## config.mk

```make
export PLATFORM = sky130hd
export DESIGN_NAME = fetch_cycle_flat
export DESIGN_NICKNAME = d
export VERILOG_FILES = /design/src/rtl/fetch_cycle_if.sv /design/src/rtl/fetch_cycle.sv /design/src/flat_wrapper.sv
export SDC_FILE = /design/constraint.sdc
export NUM_CORES = 1
export LEC_CHECK = 0
export ABC_CLOCK_PERIOD_IN_PS = 8400
export CAP_MARGIN = 20
export CORE_AREA = 10 10 140 142
export DETAILED_ROUTE_END_ITERATION = 8
export DIE_AREA = 0 0 150 152
export MAX_ROUTING_LAYER = met4
export PLACE_DENSITY = 0.88
export SYNTH_ARGS = -nofsm -noshare
export SYNTH_HDL_FRONTEND = slang
export SYNTH_SLANG_ARGS = --single-unit
```

## constraint.sdc

```tcl
create_clock -name clock -period 8.4 [get_ports clock]
set_clock_uncertainty 0.1 [all_clocks]
set_input_delay 1.68 -clock clock [delete_from_list [all_inputs] [get_ports clock]]
set_output_delay 1.68 -clock clock [all_outputs]
set_load 0.02 [all_outputs]
```

## src/rtl/fetch_cycle_if.sv

```systemverilog
// Port bundle of the instruction-fetch stage: hazard controls, execute redirect,
// instruction-memory request/response and the IF/ID register outputs.
interface fetch_cycle_if;
  logic        StallF;
  logic        StallD;
  logic        FlushD;
  logic        PCSrcE;
  logic [31:0] PCTargetE;

  // Handshake: imem_req is a one-cycle strobe with imem_addr valid alongside it.
  // At most one request is outstanding. Memory answers each request with exactly
  // one imem_rvalid pulse carrying imem_rdata, no earlier than the next cycle.
  // There is no back-pressure on the response.
  logic        imem_req;
  logic [31:0] imem_addr;
  logic        imem_rvalid;
  logic [31:0] imem_rdata;

  logic [31:0] InstrD;
  logic [31:0] PCD;
  logic [31:0] PCPlus4D;
  logic        ValidD;
  logic        FetchBusyF;

  modport master (
    input  StallF, StallD, FlushD, PCSrcE, PCTargetE, imem_rvalid, imem_rdata,
    output imem_req, imem_addr, InstrD, PCD, PCPlus4D, ValidD, FetchBusyF
  );

  modport slave (
    output StallF, StallD, FlushD, PCSrcE, PCTargetE, imem_rvalid, imem_rdata,
    input  imem_req, imem_addr, InstrD, PCD, PCPlus4D, ValidD, FetchBusyF
  );
endinterface

```

## src/rtl/fetch_cycle.sv

```systemverilog
// Instruction-fetch stage: owns PCF, keeps a single request outstanding to
// instruction memory, parks the returned word in a one-entry buffer and feeds IF/ID.
module fetch_cycle #(
  parameter logic [31:0] RESET_PC  = 32'h0000_0000,
  parameter logic [31:0] NOP_INSTR = 32'h0000_0013
) (
  input  logic          clock,
  input  logic          reset,
  fetch_cycle_if.master fif,
  output logic [1:0]    dbg_state
);

  typedef enum logic [1:0] {
    ST_ISSUE = 2'd0,
    ST_WAIT  = 2'd1,
    ST_DROP  = 2'd2
  } state_e;

  state_e      state_q, state_d;
  logic [31:0] pcf_q, pcf_d;
  logic        buf_valid_q, buf_valid_d;
  logic [31:0] buf_instr_q, buf_instr_d;
  logic [31:0] buf_pc_q, buf_pc_d;
  logic [31:0] ifid_instr_q, ifid_instr_d;
  logic [31:0] ifid_pc_q, ifid_pc_d;
  logic [31:0] ifid_pc4_q, ifid_pc4_d;
  logic        ifid_valid_q, ifid_valid_d;

  logic drain;
  logic req;
  logic capture;

  // The buffer empties into IF/ID whenever decode accepts; a new request may be
  // issued in that same cycle since its response cannot land before the next one.
  assign drain   = buf_valid_q && !fif.StallD && !fif.FlushD;
  assign req     = !reset && (state_q == ST_ISSUE) && !fif.StallF && !fif.PCSrcE &&
                   (!buf_valid_q || drain);
  assign capture = (state_q == ST_WAIT) && fif.imem_rvalid && !fif.PCSrcE;

  always_comb begin
    state_d     = state_q;
    pcf_d       = pcf_q;
    buf_valid_d = buf_valid_q;
    buf_instr_d = buf_instr_q;
    buf_pc_d    = buf_pc_q;

    if (drain) begin
      buf_valid_d = 1'b0;
    end

    case (state_q)
      ST_ISSUE: begin
        if (req) begin
          state_d = ST_WAIT;
        end
      end
      ST_WAIT: begin
        if (fif.imem_rvalid) begin
          state_d = ST_ISSUE;
        end else if (fif.PCSrcE) begin
          state_d = ST_DROP;
        end
      end
      ST_DROP: begin
        // The stale response retires the outstanding request whatever else happens.
        if (fif.imem_rvalid) begin
          state_d = ST_ISSUE;
        end
      end
      default: begin
        state_d = ST_ISSUE;
      end
    endcase

    if (capture) begin
      buf_valid_d = 1'b1;
      buf_instr_d = fif.imem_rdata;
      buf_pc_d    = pcf_q;
      pcf_d       = pcf_q + 32'd4;
    end

    if (fif.PCSrcE) begin
      pcf_d       = fif.PCTargetE;
      buf_valid_d = 1'b0;
    end
  end

  always_comb begin
    ifid_instr_d = ifid_instr_q;
    ifid_pc_d    = ifid_pc_q;
    ifid_pc4_d   = ifid_pc4_q;
    ifid_valid_d = ifid_valid_q;

    if (fif.FlushD) begin
      ifid_instr_d = NOP_INSTR;
      ifid_pc_d    = 32'h0;
      ifid_pc4_d   = 32'h0;
      ifid_valid_d = 1'b0;
    end else if (fif.StallD) begin
      ifid_instr_d = ifid_instr_q;
    end else if (buf_valid_q) begin
      ifid_instr_d = buf_instr_q;
      ifid_pc_d    = buf_pc_q;
      ifid_pc4_d   = buf_pc_q + 32'd4;
      ifid_valid_d = 1'b1;
    end else begin
      ifid_instr_d = NOP_INSTR;
      ifid_pc_d    = 32'h0;
      ifid_pc4_d   = 32'h0;
      ifid_valid_d = 1'b0;
    end
  end

  always_ff @(posedge clock or posedge reset) begin
    if (reset) begin
      state_q      <= ST_ISSUE;
      pcf_q        <= RESET_PC;
      buf_valid_q  <= 1'b0;
      buf_instr_q  <= NOP_INSTR;
      buf_pc_q     <= 32'h0;
      ifid_instr_q <= NOP_INSTR;
      ifid_pc_q    <= 32'h0;
      ifid_pc4_q   <= 32'h0;
      ifid_valid_q <= 1'b0;
    end else begin
      state_q      <= state_d;
      pcf_q        <= pcf_d;
      buf_valid_q  <= buf_valid_d;
      buf_instr_q  <= buf_instr_d;
      buf_pc_q     <= buf_pc_d;
      ifid_instr_q <= ifid_instr_d;
      ifid_pc_q    <= ifid_pc_d;
      ifid_pc4_q   <= ifid_pc4_d;
      ifid_valid_q <= ifid_valid_d;
    end
  end

  assign fif.imem_req   = req;
  assign fif.imem_addr  = pcf_q;
  assign fif.InstrD     = ifid_instr_q;
  assign fif.PCD        = ifid_pc_q;
  assign fif.PCPlus4D   = ifid_pc4_q;
  assign fif.ValidD     = ifid_valid_q;
  assign fif.FetchBusyF = (state_q != ST_ISSUE);
  assign dbg_state      = state_q;

endmodule

```

## src/flat_wrapper.sv

```systemverilog
// flat-port wrapper written by rule: the top's interface ports become plain ports
module fetch_cycle_flat 
#(
  parameter logic [31:0] RESET_PC  = 32'h0000_0000,
  parameter logic [31:0] NOP_INSTR = 32'h0000_0013
)
  (clock, reset, dbg_state, fif_StallF, fif_StallD, fif_FlushD, fif_PCSrcE, fif_PCTargetE, fif_imem_rvalid, fif_imem_rdata, fif_imem_req, fif_imem_addr, fif_InstrD, fif_PCD, fif_PCPlus4D, fif_ValidD, fif_FetchBusyF);
  fetch_cycle_if fif_i ();
  input  logic clock;
  input  logic reset;
  output logic [1:0] dbg_state;
  input wire logic [$bits(fif_i.StallF)-1:0] fif_StallF;
  input wire logic [$bits(fif_i.StallD)-1:0] fif_StallD;
  input wire logic [$bits(fif_i.FlushD)-1:0] fif_FlushD;
  input wire logic [$bits(fif_i.PCSrcE)-1:0] fif_PCSrcE;
  input wire logic [$bits(fif_i.PCTargetE)-1:0] fif_PCTargetE;
  input wire logic [$bits(fif_i.imem_rvalid)-1:0] fif_imem_rvalid;
  input wire logic [$bits(fif_i.imem_rdata)-1:0] fif_imem_rdata;
  output wire logic [$bits(fif_i.imem_req)-1:0] fif_imem_req;
  output wire logic [$bits(fif_i.imem_addr)-1:0] fif_imem_addr;
  output wire logic [$bits(fif_i.InstrD)-1:0] fif_InstrD;
  output wire logic [$bits(fif_i.PCD)-1:0] fif_PCD;
  output wire logic [$bits(fif_i.PCPlus4D)-1:0] fif_PCPlus4D;
  output wire logic [$bits(fif_i.ValidD)-1:0] fif_ValidD;
  output wire logic [$bits(fif_i.FetchBusyF)-1:0] fif_FetchBusyF;
  assign fif_i.StallF = fif_StallF;
  assign fif_i.StallD = fif_StallD;
  assign fif_i.FlushD = fif_FlushD;
  assign fif_i.PCSrcE = fif_PCSrcE;
  assign fif_i.PCTargetE = fif_PCTargetE;
  assign fif_i.imem_rvalid = fif_imem_rvalid;
  assign fif_i.imem_rdata = fif_imem_rdata;
  assign fif_imem_req = fif_i.imem_req;
  assign fif_imem_addr = fif_i.imem_addr;
  assign fif_InstrD = fif_i.InstrD;
  assign fif_PCD = fif_i.PCD;
  assign fif_PCPlus4D = fif_i.PCPlus4D;
  assign fif_ValidD = fif_i.ValidD;
  assign fif_FetchBusyF = fif_i.FetchBusyF;
  fetch_cycle #(.RESET_PC(RESET_PC), .NOP_INSTR(NOP_INSTR)) u_core (.clock(clock), .reset(reset), .fif(fif_i), .dbg_state(dbg_state));
endmodule
```

Yosys cells after proc, flatten, opt, wreduce, memory -nomap -nowiden
Cells that the tools add are included.
- add/subtract/negate cells: 2
- reduce and logical (&&, ||, !) cells: 20
- mux-type cells: 22
- equal/unequal tests: 6
- operators by type and width (kind ; count):
    $mux 32 ; 11
    $add 32x3->32 const B ; 2
    $logic_and 1x1->1 ; 8
    $mux 2 ; 4
    $logic_not 1->1 ; 6
    $mux 1 ; 6
    $pmux 2 s3 ; 1
    $ne 2x2->1 const B ; 2
    $reduce_bool 2->1 ; 2
    $ne 3x3->1 const B ; 1
    $reduce_and 3->1 ; 1
    $reduce_bool 3->1 ; 1
    $eq 2x1->1 const B ; 1
    $eq 2x2->1 const B ; 1
    $logic_not 2->1 ; 1
    $ne 2x1->1 const B ; 1
    $logic_or 1x1->1 ; 1
- input bits: 71
- output and inout bits: 133
- logic and storage cells: 59
- register bits: 196

Longest topological paths before layout
Gate-level depths: netlist of the first run.
- depth in word-level cells: 7
- mapped depth: 7

Worst setup path after synthesis of the first run
OpenSTA, ideal clock, no wires.
- path type: input port to output port
- start: in fif_PCSrcE
- end: out fif_imem_req
- stages on the path: 3
- arrival time: 2.312 ns
- path slack: 4.308 ns
- path through: clkbuf_1 > nor3_1 > and3_1
- word-level cells in the longest chain between the ends: 3
- RTL lines (item ; RTL line ; text):
    from (decl) ; flat_wrapper.sv:15 ; input wire logic [$bits(fif_i.PCSrcE)-1:0] fif_PCSrcE;
    $logic_not 1->1 ; fetch_cycle.sv:36 ; assign req = !reset && (state_q == ST_ISSUE) && !fif.StallF && !fif.PCSrcE &&
    $logic_and 1x1->1 (2 in a row) ; fetch_cycle.sv:36 ;
    to (decl) ; flat_wrapper.sv:19 ; output wire logic [$bits(fif_i.imem_req)-1:0] fif_imem_req;
No other way between the ends.

Worst setup path in the final report of the first run
- start: in fif_FlushD
- end: out fif_imem_req
- word-level cells in the longest chain between the ends: 4
- RTL lines (item ; RTL line ; text):
    from (decl) ; flat_wrapper.sv:14 ; input wire logic [$bits(fif_i.FlushD)-1:0] fif_FlushD;
    $logic_not 1->1 ; fetch_cycle.sv:35 ; assign drain = buf_valid_q && !fif.StallD && !fif.FlushD;
    $logic_and 1x1->1 ; fetch_cycle.sv:35 ;
    $logic_or 1x1->1 ; fetch_cycle.sv:37 ; (!buf_valid_q || drain);
    $logic_and 1x1->1 ; fetch_cycle.sv:36 ;
No other way between the ends.

==> results of run 1 <==
-- power by group through the flow --
stage	Sequential, W	Clock, W	Combinational [W]
final	0.00120	0.000782	0.000324
after global routing	0.00122	0.000840	0.000355
after CTS	0.00119	0.000801	0.000330
after detailed placement	0.00121	0	0.000328
after global placement	0.00120	0	0.000317
after floorplan	0.00119	0	0.000194
-- registers in the layout, summed over array words and instances, names as in the netlist --
name                  cells
u_core.dbg_state          2
u_core.buf_valid_q        1
u_core.buf_pc_q          32
u_core.fif.PCPlus4D      32
u_core.fif.imem_addr     32
u_core.fif.ValidD         1
u_core.fif.InstrD        32
u_core.fif.PCD           30
u_core.buf_instr_q       32
-- final timing paths --
path | to | depth (start not counted) | slack [ns]
max | fif_imem_req | 6 | 2.49
min reg2reg | u_core.fif.PCPlus4D[14] | 2 | 0.38
max in group asynchronous | u_core.fif.InstrD[26] | 3 | 4.95
max reg2reg | u_core.buf_instr_q[21] | 4 | 5.96
min in group asynchronous | u_core.dbg_state[0] | 2 | 1.71
min | u_core.fif.PCPlus4D[14] | 2 | 0.38
-- cell families after synthesis --
kind of cell / share of synthesized area
xor gates and xnor gates: 0.0613
AOI/OAI and AO/OA: 0.108
and+or+nand+nor: 0.113
DFF: 0.597
adders and majority gates: 0.00307
buffers and inverters: 0.0244
muxes: 0.0926
-- tightest hold or removal path, delay by kind of cell, from the launching register on --
family | cells | cell delay, ns
AOI/OAI and AO/OA | 1 | 0.06
and+or+nand+nor | 1 | 0.05
DFF | 1 | 0.34
-- layout make-up --
class	count	area, sq um
repair buffers	208	2060
flip-flops and latches	194	4860
clock inverters	13	136
fillers	1317	6040
clock buffers	19	433
inverters	6	30.0
well taps	225	282
multi-input cells	428	3090
-- layer usage --
layer | vias up | wire [um]
li1 | 2765 | -
met1 | 2914 | 9510
met2 | 234 | 9990
met3 | 29 | 1700
met4 | 0 | 436
met5 | - | 0
-- placed cells by master, fill, tap and decap left out, types with 13 or more instances in the layout --
| cell | synthesis | routed |
|---|---|---|
| mux2_2 | 66 | 66 |
| nand3_1 | 24 | 24 |
| clkdlybuf4s50_1 | 0 | 202 |
| dfrtp_1 | 188 | 188 |
| nand2_1 | 80 | 80 |
| xor2_1 | 32 | 32 |
| nand4_1 | 13 | 13 |
| xnor2_1 | 25 | 25 |
| clkbuf_16 | 0 | 17 |
| a22o_1 | 63 | 63 |
| o21ai_0 | 48 | 48 |
-- stage by stage --
step	instance area, sq um	setup slack (ns)	hold WS, ns	std cells
after detailed placement	10300	2.45	0.367	1061
after global placement	10300	2.54	0.362	1061
final	10900	2.49	0.378	1093
after floorplan	8140	1.35	0.369	670
after CTS	10900	2.45	0.384	1093
after global routing	10900	2.29	0.409	1093
==> results.cfg, run 1 <==
[status]
status = completed

[power_and_ir_drop]
p_switching_w = 0.000621
pwr-share-clk = 0.340
power_leakage_nw = 4.58
peakVddDrop_uv = 145
power_density_nw_per_um2 = 211
seqPwrFrac = 0.520
pwr-share-comb = 0.141
p_sw_frac = 0.270
p_int_w = 0.00168
finalPower_w = 0.00230

[sta]
period_needed_ns = 5.91
slew_headroom = 0.310
finalMaxSlewViolations = 0
fmax_ghz = 0.169
fin_crit_sh = 0.704
setup_viol = 0
tightest_slew_ns = 1.04
hold_viol = 0
rsz0062_at_grt = false
tns_ns = 0

[synthesis]
synthTopCellsByCount = dfrtp_1, nand2_1, mux2_2
synth_edf_count = 0
synth_area_leaders = dfrtp_1, mux2_2, a22o_1
synthCells = 670
ys_ff_latch = 194
synth_top_cell_by_area = dfrtp_1
synth.distinct_cells = 38
avgSynthCellArea_sq_um = 12.1
synth.yosys.warnings = 0
synth_area_sq_um = 8140
synth_ff_type = dfrtp_1
synth_nets = 743
synth-seq-area-share = 0.597
async_reset_ff_frac = 1.00
synth_top_area_frac = 0.578
synthMostInstantiatedCell = dfrtp_1

[global_routing]
grt_pass1_vias = 6054
grt_max_degree = 114
grt_pass1_wl_um = 34200
antenna_found_initial = 0
grt_usage = 0.194
met3_usage = 0.0499
use_met1 = 0.255
use_met2 = 0.285
grt_overflow_total = 0
busiest_layer = met2

[hold_path]
hold_class = flop to flop
hold_path.startpoint = u_core.fif.PCPlus4D[14]

[setup_path]
worst_setup_path_start_kind = input port
slowest_stage = clkdlybuf4s50_1
crit_fanout = 33
cp-end-kind = output port
crit_start = fif_FlushD
cp_top_family = simple AND/OR/NAND/NOR gates
critPathArrivalTime_ns = 4.13
crit_buf_inv = 2
r2r-start = u_core.dbg_state[1]
crit_chain = clkdlybuf4s50_1 -> nor2_1 -> nand2_1 -> nand2_1 -> and3_1 -> clkdlybuf4s50_1
slowest_delay_ns = 0.62
crit_type = input port to output port
cp.required_ns = 6.62

[layout]
post-route-util = 0.644
area_delta_synth_final_pct = 33.9
finalNetCount = 928
drive_gt1_frac = 0.139
antenna_cells = 0

[placed_design]
dp_hpwl_um = 15400
gp_congestion = 0.824
port-buffer-count = 203

[clock_network]
path_clk_slew_ns = 0.06
cts_max_level = 4
cts_resized = 0
insertion_delay_ns = 0.42
cts_root_buffer = clkbuf_16
postCtsHoldBufs = 0
cts-buffers-inserted = 17
cts.sinks = 194
post-cts-setup-buffers = 0
clockBufferDepth = 2
cts_tree = built

[route]
wl_um = 21600
num_vias = 5942
drc = 0
ant_nets = 0
via_per_inst = 5.44
firstDrtPassIters = 5
first_iter_violations = 381
wl_per_cell_um = 19.8

[die]
io-pin-count = 204
die_area_sq_um = 22800
die_y_um = 152
rows = 48
initial_core_util = 0.480
die-width_um = 150
core_sq_um = 16900

[job]
cap_violations = 0
(Power assumes the default switching activity.)
==> run 2, diff against run 1 <==
- ABC_CLOCK_PERIOD_IN_PS: 8400 -> 5250
- CORE_AREA: 10 10 140 142 -> 10 10 146 148
- DIE_AREA: 0 0 150 152 -> 0 0 156 158
- PLACE_DENSITY: 0.88 -> 0.85
- clock period: 8.4 -> 5.25 ns (I/O delays scaled with it)
==> results.cfg, run 2 (same netlist as run 1, synthesis figures left out) <==
[sta]
fin_crit_sh = 0.746
rsz0062_at_grt = false
tns_ns = 0
period_needed_ns = 3.92
tightest_slew_ns = 1.09
hold_viol = 0
finalMaxSlewViolations = 0
setup_viol = 0
fmax_ghz = 0.255
slew_headroom = 0.273

[die]
io-pin-count = 204
die-width_um = 156
die_area_sq_um = 24600
core_sq_um = 18500
initial_core_util = 0.441
rows = 50
die_y_um = 158

[power_and_ir_drop]
power_leakage_nw = 4.58
peakVddDrop_uv = 208
power_density_nw_per_um2 = 337

[setup_path]
crit_end = fif_imem_req
critPathArrivalTime_ns = 2.77
reg2reg_slack_ns = 2.94
cp.required_ns = 4.10
cp-end-kind = output port
crit_start = fif_FlushD
rr_worst_depth = 6
worst_setup_path_start_kind = input port
reg2reg_to = u_core.fif.PCPlus4D[30]
crit_fanout = 3
r2r-start = u_core.buf_pc_q[2]
crit_type = input port to output port

[layout]
final_area_sq_um = 10900
drive_gt1_frac = 0.145
nFillCells = 1480
seqCellArea_sq_um = 4860
area_delta_synth_final_pct = 34.4
final_common_cell = clkdlybuf4s50_1
final_cell_mix = clkdlybuf4s50_1, dfrtp_1, nand2_1
finalNetCount = 931
antenna_cells = 0
multi_input_area_sq_um = 3090

[route]
via_per_inst = 5.41
wl_per_cell_um = 20.1
wl_met1_um = 10300
wl_met2_um = 9980
first_iter_violations = 358
firstDrtPassIters = 4
drc = 0
num_vias = 5981
ant_nets = 0
wl_um = 22200
wl_met3_um = 1640
dr.max_layer_used = met4

[global_routing]
grt_pass1_vias = 6096
grt_max_degree = 195
grt_pass1_wl_um = 35000
antenna_found_initial = 0
grt_overflow_total = 0
grt_usage = 0.186

[placed_design]
dp_hpwl_um = 15800
dpl_cell_area_sq_um = 10400
port-buffer-count = 203
gp_congestion = 0.817

[clock_network]
cts_max_level = 4
cts.sinks = 194
post-cts-setup-buffers = 0
cts_resized = 0
cts-buffers-inserted = 17
cts_tree = built
postCtsHoldBufs = 0
clockBufferDepth = 2
cts_root_buffer = clkbuf_16
insertion_delay_ns = 0.43
path_clk_slew_ns = 0.07

[job]
cap_violations = 0

[status]
status = completed

[hold_path]
hold_path.startpoint = u_core.fif.PCPlus4D[4]
hold_class = flop to flop
-- run 2: changes by cell type in the layout (fill, tap and decap cells not counted), sizes merged --
cell | previous run | this run
inv | 8 | 10
buf | 6 | 9
clkbuf | 19 | 20
clkinv | 5 | 1
bufinv | 2 | 0
clkinvlp | 4 | 7
-- run 2: layer usage --
metal / vias to the layer above / track usage
met4: 0 / 0.0450
met2: 231 / 0.272
li1: 2766 / -
met3: 22 / 0.0573
met1: 2962 / 0.248
met5: - / -
-- run 2: worst max-delay path: stages --
cell             delay [ns]
clkdlybuf4s50_1        0.48
nor2_1                 0.19
nand2_1                0.09
nand2_1                0.15
and3_1                 0.19
clkdlybuf4s50_1        0.62
-- run 2: layout make-up --
class / instances / share of cell area
flip-flops and latches: 194 / 0.445
multi-input cells: 428 / 0.283
repair buffers: 211 / 0.192
clock buffers: 20 / 0.0427
well taps: 234 / 0.0268
clock inverters: 12 / 0.00881
inverters: 6 / 0.00240
-- run 2: stage by stage --
stage	worst slack [ns]	power [W]	std cells	utilization	hold WS (ns)
final	1.33	0.00368	1105	0.593	0.378
after global routing	1.23	0.00385	1105	0.593	0.410
after detailed placement	1.34	0.00247	1073	0.562	0.369
after floorplan	1.60	0.00221	670	-	0.369
after global placement	1.34	0.00244	1073	0.562	0.361
after CTS	1.32	0.00372	1105	0.593	0.385
-- run 2: power breakdown --
group / total, W / leakage (nW) / switching [W] / internal, W
Sequential: 0.00192 / 2.54 / 0.000232 / 0.00169
Clock: 0.00124 / 0.260 / 0.000590 / 0.000653
Combinational: 0.000517 / 1.78 / 0.000219 / 0.000298
-- run 2: worst min-delay path by stage --
| stage | to | slack (ns) | cells after the start |
|---|---|---|---|
| 5_1_grt | u_core.fif.ValidD | 0.41 | 2 |
| 3_5_place_dp | u_core.fif.PCPlus4D[9] | 0.37 | 2 |
| 6_report | u_core.fif.PCPlus4D[4] | 0.38 | 2 |
| 3_3_place_gp | u_core.fif.PCPlus4D[31] | 0.36 | 2 |
| 4_1_cts | u_core.fif.PCPlus4D[20] | 0.39 | 2 |
| 2_1_floorplan | u_core.fif.InstrD[31] | 0.37 | 1 |
==> run 3, diff against run 2 <==
- ABC_CLOCK_PERIOD_IN_PS: 5250 -> 3300
- clock period: 5.25 -> 3.3 ns (I/O delays scaled with it)
==> results.cfg, run 3 (same netlist as run 1, synthesis figures left out) <==
[layout]
nFillCells = 1454
area_delta_synth_final_pct = 35.6
antenna_cells = 0
final_area_sq_um = 11000
finalNetCount = 935
multi_input_area_sq_um = 3090
seqCellArea_sq_um = 4860
final_common_cell = clkdlybuf4s50_1
drive_gt1_frac = 0.145
final_cell_mix = clkdlybuf4s50_1, dfrtp_1, nand2_1

[die]
die_area_sq_um = 24600
die_y_um = 158
core_sq_um = 18500
die-width_um = 156
rows = 50
io-pin-count = 204
initial_core_util = 0.441

[clock_network]
cts_root_buffer = clkbuf_16
cts.sinks = 194
cts_resized = 0
clockBufferDepth = 2
cts_max_level = 4
cts-buffers-inserted = 17
postCtsHoldBufs = 0
insertion_delay_ns = 0.44
path_clk_slew_ns = 0.06
post-cts-setup-buffers = 0
cts_tree = built

[route]
via_per_inst = 5.50
num_vias = 6095
ant_nets = 0
wl_per_cell_um = 20.2
drc = 0
firstDrtPassIters = 4
first_iter_violations = 334
wl_um = 22500

[setup_path]
worst_setup_path_start_kind = input port
r2r-start = u_core.buf_pc_q[2]
slowest_stage = clkdlybuf4s50_1
slowest_delay_ns = 0.61
critPathArrivalTime_ns = 2.38
reg2reg_to = u_core.fif.PCPlus4D[30]
rr_worst_depth = 6
crit_chain = clkdlybuf4s50_1 -> nor2_1 -> nand2_1 -> nand2_1 -> and3_1 -> clkdlybuf4s50_1
cp-end-kind = output port
crit_type = input port to output port
cp.required_ns = 2.54
crit_buf_inv = 2
cp_top_family = buffers and inverters
reg2reg_slack_ns = 1.02
crit_fanout = 3

[hold_path]
hold_end = u_core.fif.PCPlus4D[4]
hold_class = flop to flop
hold_depth = 2
hold_path.startpoint = u_core.fif.PCPlus4D[4]

[job]
cap_violations = 0

[power_and_ir_drop]
power_leakage_nw = 4.63
peakVddDrop_uv = 368
power_density_nw_per_um2 = 538

[sta]
tightest_slew_ns = 0.736
period_needed_ns = 3.14
fmax_ghz = 0.318
rsz0062_at_grt = false
fin_crit_sh = 0.952
setup_viol = 0
finalMaxSlewViolations = 0
tns_ns = 0
hold_viol = 0
slew_headroom = 0.505

[status]
status = completed

[global_routing]
antenna_found_initial = 0
grt_max_degree = 93
grt_overflow_total = 0
grt_usage = 0.190
grt_pass1_vias = 6297
grt_pass1_wl_um = 35800

[placed_design]
dp_hpwl_um = 16100
gp_congestion = 0.848
dpl_cell_area_sq_um = 10500
port-buffer-count = 203
## run 3: final cells by class
cell class,instances,area share
sequential,194,0.441
inverter,6,0.00238
multi-input combinational,428,0.280
timing repair buffer,215,0.198
clock inverter,11,0.0116
tap,234,0.0265
clock buffer,21,0.0408
## run 3: power by group
part	switching, W	internal (W)
Clock	0.000894	0.00114
Sequential	0.000371	0.00270
Combinational	0.000352	0.000482
## run 3: worst reg2reg max path, delay by kind of cell (launching register included)
kind	cells	cell delay, ns
AND/OR/NAND/NOR	3	1.02
flip-flops	1	0.47
adder cells (fa/ha/maj)	1	0.27
XOR/XNOR	1	0.18
AO/OA/AOI/OAI	1	0.16
## run 3: layer usage
layer / GRT usage / share of wire
met3: 0.0616 / 0.084
met4: 0.0526 / 0.015
met2: 0.279 / 0.45
met5: - / 0
met1: 0.249 / 0.45
## run 3: stage by stage
stage	instances	hold WS, ns	power [W]	setup WS [ns]	utilization
finish	1109	0.374	0.00594	0.159	0.598
floorplan	670	0.369	0.00352	0.0405	-
CTS	1109	0.384	0.00599	0.167	0.598
detailed placement	1077	0.369	0.00394	0.168	0.566
global placement	1077	0.361	0.00390	0.175	0.566
global route	1109	0.399	0.00621	0.0701	0.598
## run 3: worst max-delay path by stage
stage	start	end	slack [ns]	depth (start not counted)
CTS	fif_FlushD	fif_imem_req	0.17	6
detailed placement	fif_FlushD	fif_imem_req	0.17	6
global placement	fif_FlushD	fif_imem_req	0.18	6
finish	fif_FlushD	fif_imem_req	0.16	6
global route	fif_FlushD	fif_imem_req	0.07	6
floorplan	reset	u_core.buf_instr_q[10]	0.04	1
